`config.mk`:
```
export PLATFORM = sky130hd
export DESIGN_NAME = imem_boot_loader
export DESIGN_NICKNAME = d
export VERILOG_FILES = /design/src/rtl/imem_boot_loader.sv
export SDC_FILE = /design/constraint.sdc
export NUM_CORES = 1
export LEC_CHECK = 0
export ABC_AREA = 1
export CORE_MARGIN = 5
export CORE_UTILIZATION = 47
export CTS_CLUSTER_SIZE = 8
export DETAILED_ROUTE_END_ITERATION = 7
export HOLD_SLACK_MARGIN = 0.12
export PLACE_DENSITY = 0.77
export SYNTH_ARGS = -nofsm -noshare
export SYNTH_HDL_FRONTEND = slang
export SYNTH_SLANG_ARGS = --single-unit
export TNS_END_PERCENT = 50
```
`constraint.sdc`:
```
create_clock -name clk_i -period 3.16 [get_ports clk_i]
set_clock_uncertainty 0.05 [all_clocks]
set_input_delay 0.632 -clock clk_i [delete_from_list [all_inputs] [get_ports clk_i]]
set_output_delay 0.632 -clock clk_i [all_outputs]
set_load 0.1 [all_outputs]
```
`src/rtl/imem_boot_loader.sv`:
```
// Instruction memory port owner: boots code from a byte stream,
// then hands the single memory port over to core fetch.
module imem_boot_loader #(
   parameter  int MEM_SIZE   = 1024,
   parameter  int INST_WIDTH = 32,
   localparam int ADDR_W     = $clog2(MEM_SIZE) + 2
) (
   input  logic                  clk_i,
   input  logic                  rst_i,
   input  logic                  load_start_i,
   input  logic [ADDR_W-2:0]     load_len_i,
   input  logic                  run_i,
   input  logic                  byte_valid_i,
   input  logic [7:0]            byte_data_i,
   output logic                  byte_ready_o,
   input  logic [ADDR_W-1:0]     fetch_addr_i,
   output logic [ADDR_W-1:0]     mem_addr_o,
   output logic [INST_WIDTH-1:0] mem_wdata_o,
   output logic                  mem_we_o,
   output logic                  core_hold_o,
   output logic                  load_done_o,
   output logic                  busy_o
);
   localparam int NB = INST_WIDTH / 8;
   localparam int CW = (NB > 1) ? $clog2(NB) : 1;
   localparam int LW = ADDR_W - 1;
   localparam int IW = ADDR_W - 2;
   localparam logic [LW-1:0] LEN_MAX = LW'(MEM_SIZE);

   typedef enum logic [1:0] {HOLD, LOAD, WRITE, RUN} state_t;

   state_t                state;
   logic [CW-1:0]         byte_cnt;
   logic [IW-1:0]         word_idx;
   logic [LW-1:0]         len;
   logic [INST_WIDTH-1:0] wdata;
   logic                  done_q;
   logic [LW-1:0]         len_in;
   logic                  last_word;

   assign len_in    = (load_len_i > LEN_MAX) ? LEN_MAX : load_len_i;
   assign last_word = ({1'b0, word_idx} == len - LW'(1));

   always_ff @(posedge clk_i) begin
      if (rst_i) begin
         state    <= HOLD;
         byte_cnt <= '0;
         word_idx <= '0;
         len      <= '0;
         wdata    <= '0;
         done_q   <= 1'b0;
      end else begin
         done_q <= 1'b0;
         unique case (state)
            HOLD, RUN: begin
               if (load_start_i) begin
                  len      <= len_in;
                  word_idx <= '0;
                  byte_cnt <= '0;
                  if (len_in == '0) begin
                     state  <= RUN;
                     done_q <= 1'b1;
                  end else begin
                     state <= LOAD;
                  end
               end else if (run_i) begin
                  state <= RUN;
               end
            end
            LOAD: begin
               if (byte_valid_i) begin
                  for (int b = 0; b < NB; b++) begin
                     if (byte_cnt == CW'(b))
                        wdata[8*b +: 8] <= byte_data_i;
                  end
                  byte_cnt <= byte_cnt + CW'(1);
                  if (byte_cnt == CW'(NB - 1))
                     state <= WRITE;
               end
            end
            WRITE: begin
               if (last_word) begin
                  state  <= RUN;
                  done_q <= 1'b1;
               end else begin
                  word_idx <= word_idx + IW'(1);
                  state    <= LOAD;
               end
            end
            default: state <= HOLD;
         endcase
      end
   end

   // Outside a load the port belongs to fetch, even while the core is held.
   assign busy_o       = (state == LOAD) || (state == WRITE);
   assign byte_ready_o = (state == LOAD);
   assign mem_we_o     = (state == WRITE);
   assign core_hold_o  = (state != RUN);
   assign load_done_o  = done_q;
   assign mem_wdata_o  = wdata;
   assign mem_addr_o   = busy_o ? {word_idx, 2'b00} : fetch_addr_i;

endmodule

```
**Word level (Yosys, flattened, before mapping)**

Cells that the tools add are included.

- $add $sub $neg: 3
- $lt $le $gt $ge: 1
- Equal/unequal tests: 13
- Mux-type cells: 19
- Reductions and logical operators: 15

Operators by type and width:

| kind | number |
|---|---|
| $reduce_and 3->1 | 7 |
| $mux 10 | 2 |
| $pmux 10 s2 | 1 |
| $mux 2 | 8 |
| $mux 12 | 1 |
| $eq 10x11->1 | 1 |
| $gt 11x11->1 const B | 1 |
| $logic_not 11->1 | 1 |
| $mux 11 | 1 |
| $sub 11x1->11 const B | 1 |
| $add 10x1->10 const B | 1 |
| $eq 2x2->1 const B | 4 |
| $ne 2x2->1 const B | 4 |
| $pmux 2 s3 | 1 |
| $eq 2x1->1 const B | 2 |
| $logic_not 2->1 | 2 |
| $pmux 2 s2 | 1 |
| $reduce_bool 2->1 | 2 |
| $mux 1 | 3 |
| $ne 3x3->1 const B | 1 |
| $add 2x1->2 const B | 1 |
| $ne 2x1->1 const B | 1 |
| $pmux 1 s2 | 1 |
| $reduce_and 2->1 | 1 |
| other kinds (2) | 2 |

- Flip-flop bits (word level): 58
- Output and inout port bits: 49

**Depth between registers and ports, before layout**

- Depth in word-level cells: 6
- Gate-level depth with buffers: 15

**Least setup slack after synthesis**

No wires, ideal clock.

- Kind: reg-to-output
- Start point: register state[0]
- End point: output mem_addr_o[2]
- Arrival: 3.076 ns
- Slack: -0.598 ns
- Cell stages (with the launch flop): 5
- Path through: dfxtp_1 -> inv_1 -> ha_1 -> clkbuf_1 -> o21ai_0

- Cells in the longest elaborated chain, start to end: 3
- Elaborated cells on any way between the ends: 4
- Those cells by class: eq/ne (2); mux (1); reduce/logical (1)

RTL lines:

| element | RTL line | source |
|---|---|---|
| start: declaration | 32 | `state_t state;` |
| start signal: assignment | 46 | `state <= HOLD;` |
| start signal: assignment | 61 | `state <= RUN;` |
| start signal: assignment | 64 | `state <= LOAD;` |
| $eq 2x1->1 or $eq 2x2->1 (tied branches) | 96 | `assign busy_o = (state == LOAD) \|\| (state == WRITE);` |
| $logic_or 1x1->1 * | 96 |  |
| $mux 12 * | 102 | `assign mem_addr_o = busy_o ? {word_idx, 2'b00} : fetch_addr_i;` |
| end: declaration | 17 | `output logic [ADDR_W-1:0] mem_addr_o,` |

Mark *: on every way between the ends. The rest lies on a longest branch, timed or not.

**Worst setup path in the final report**

- Start point: register state[0]
- End point: output mem_addr_o[11]

The elaborated chain is that of the path after synthesis.

==> impl_metrics.json <==
{
  "dieArea_mm2": 0.008336,
  "min-delay-start": "mem_wdata_o[17]$_SDFFE_PP0P_",
  "critPathLaunchType": "register",
  "gp_congestion": 0.8525,
  "grt_pass1_vias": 3104,
  "endpoint_kind": "primary output",
  "grt_usage": 0.2138,
  "tns_ns": 0,
  "finalCriticalPeriod_ns": 2.790,
  "wl_um": 8829,
  "arrival_ns": 2.11,
  "fmax_mhz": 358.4,
  "initial_core_util": 0.4865,
  "yosysUniqueCellTypes": 32,
  "yosys.area.top_type_share": 0.3737,
  "synth_fp_nets": 509,
  "powerDensity_mw_per_mm2": 890.2,
  "cts-resized-gates": 0,
  "nNetsFinal": 585,
  "grt-ovfl-total": 0,
  "antenna_found_initial": 0,
  "post-route-drc-count": 0,
  "holdBufCountCts": 0,
  "cts_buffers": 9,
  "clk_pin_slew_ns": 0.07,
  "htreeDepth": 3,
  "crit_required_ns": 2.48,
  "final_cell_mix": "147 x nand2_1, 58 x a21oi_1, 58 x dfxtp_1",
  "final_common_cell": "nand2_1",
  "cts_root_buf": "clkbuf_8",
  "drt_pre_antenna_iters": 4,
  "routed-via-count": 3282,
  "setup_viol": 0,
  "die_y_um": 91.30,
  "hold_depth": 2,
  "peakVddDrop_mv": 0.7415,
  "min_path_type": "register to register",
  "vias_per_cell": 5.285,
  "crit_start": "state[0]$_SDFFE_PP0P_",
  "ys.warnings.count": 0,
  "cts_sinks": 58,
  "synth_top_cell_by_area": "dfxtp_1",
  "syn_inst": 463,
  "post_cts_buffers": 0,
  "clock_latency_ns": 0.33,
  "area_delta_synth_final_pct": 34.43,
  "cap_violations": 0,
  "layout-drive-gt1-share": 0.1489,
  "fin_crit_sh": 0.8830,
  "post-route-util": 0.6540,
  "rr_worst_depth": 8,
  "status": "finished, final reports clean",
  "io_buffer_count": 84,
  "crit_type": "register to primary output",
  "ant_nets": 0,
  "place_inst": 605,
  "hold_viol_final": 0,
  "finalInstanceArea_mm2": 0.004177,
  "drt-wirelength-per-cell_um": 14.22,
  "drt_iter0_markers": 185,
  "place_area_mm2": 0.003958,
  "syn-cell-area_mm2": 0.003107,
  "synth-seq-cells": 58,
  "avgSynthCellArea_um2": 6.710,
  "clock_path_buffers": 2,
  "grt_pass1_wl_um": 14700,
  "coreArea_mm2": 0.006386,
  "worstPathMaxFanout": 23,
  "rows": 29,
  "regToRegStartpoint": "state[0]$_SDFFE_PP0P_",
  "hpwl_um": 6658,
  "rsz0062_at_grt": "no",
  "maxSlewViolCount": 0,
  "ys_seq_area_frac": 0.3737,
  "fp.dieW_um": 91.30,
  "cts_tree": "done",
  "synth.area.top_cells": "dfxtp_1 37%, nand2_1 18%, a21oi_1 9.3%",
  "power_mw": 3.718,
  "fin_cells": 621,
  "grt_max_degree": 59,
  "tightestPinTransition_ns": 1.021,
  "slew_headroom": 0.3191,
  "n_antenna_cell": 0,
  "io_pins": 85,
  "power.leakage_nw": 1.720
}
==> worst paths after layout <==
check | slack (ns) | to
setup / recovery | 0.37 | mem_addr_o[11]
hold / removal | 0.41 | mem_wdata_o[17]$_SDFFE_PP0P_
setup reg to reg | 0.58 | state[0]$_SDFFE_PP0P_
hold reg to reg | 0.41 | mem_wdata_o[17]$_SDFFE_PP0P_
==> worst max-delay path: stages, from the launching register on <==
cell and delay, ns:
dfxtp_1 0.42, inv_1 0.07, ha_1 0.67, inv_1 0.21, nand2_1 0.12, nand2_1 0.10, buf_12 0.18
==> routing by layer <==
layer	track usage	share of wire
met5	0	0
met1	0.2758	0.43
met3	0.04959	0.065
met4	0.06724	0.022
met2	0.3540	0.48
==> cells by family (layout without fill, tap and decap cells) <==
kind of cell | after synthesis | in the layout | share of synthesized area
AOI/OAI and AO/OA | 73 | 73 | 0.1232
xor gates and xnor gates | 12 | 12 | 0.03383
adders and majority gates | 10 | 10 | 0.04027
buffers and inverters | 57 | 138 | 0.07410
DFF | 58 | 58 | 0.3737
and+or+nand+nor | 253 | 253 | 0.3548
==> stage by stage <==
step | hold WS (ns) | worst slack (ns)
finish | 0.4114 | 0.3696
global route | 0.4309 | 0.2058
detailed placement | 0.4050 | 0.6325
global placement | 0.3995 | 0.7321
floorplan | 0.4084 | -0.5982
CTS | 0.4143 | 0.3799
==> layout make-up <==
cell class / count / area, µm²
fill: 550 / 2210
multi-input combinational: 348 / 1715
sequential: 58 / 1161
timing repair buffer: 85 / 845.8
clock buffer: 11 / 141.4
inverter: 37 / 138.9
tap: 77 / 96.34
clock inverter: 5 / 77.57
==> power breakdown <==
group          switching, mW  internal, mW  total (mW)  leakage (nW)
clock                  0.292         0.463       0.755         0.109
combinational           1.50         0.583        2.08          1.14
sequential            0.0779         0.802       0.880         0.470
==> flip-flops by register name, indices dropped and copies added, names as in the netlist <==
signal,flops
len,11
load_done_o,1
word_idx,10
byte_cnt,2
state,2
mem_wdata_o,32
==> Yosys cell counts (all sizes together) <==
library cell and count:
nor3b 1, xnor2 3, o21bai 1, inv 35
buf 3, or2 1, dfxtp 58, a211oi 4
ha 10, nand3 48, nor3 3, clkinv 2
xor2 9, nor4 1, nand3b 2, nor2 37
clkbuf 17, nand4 11, o21ai 10, a21oi 58
nand2 149
No activity file was read; power rests on OpenSTA's default activity.
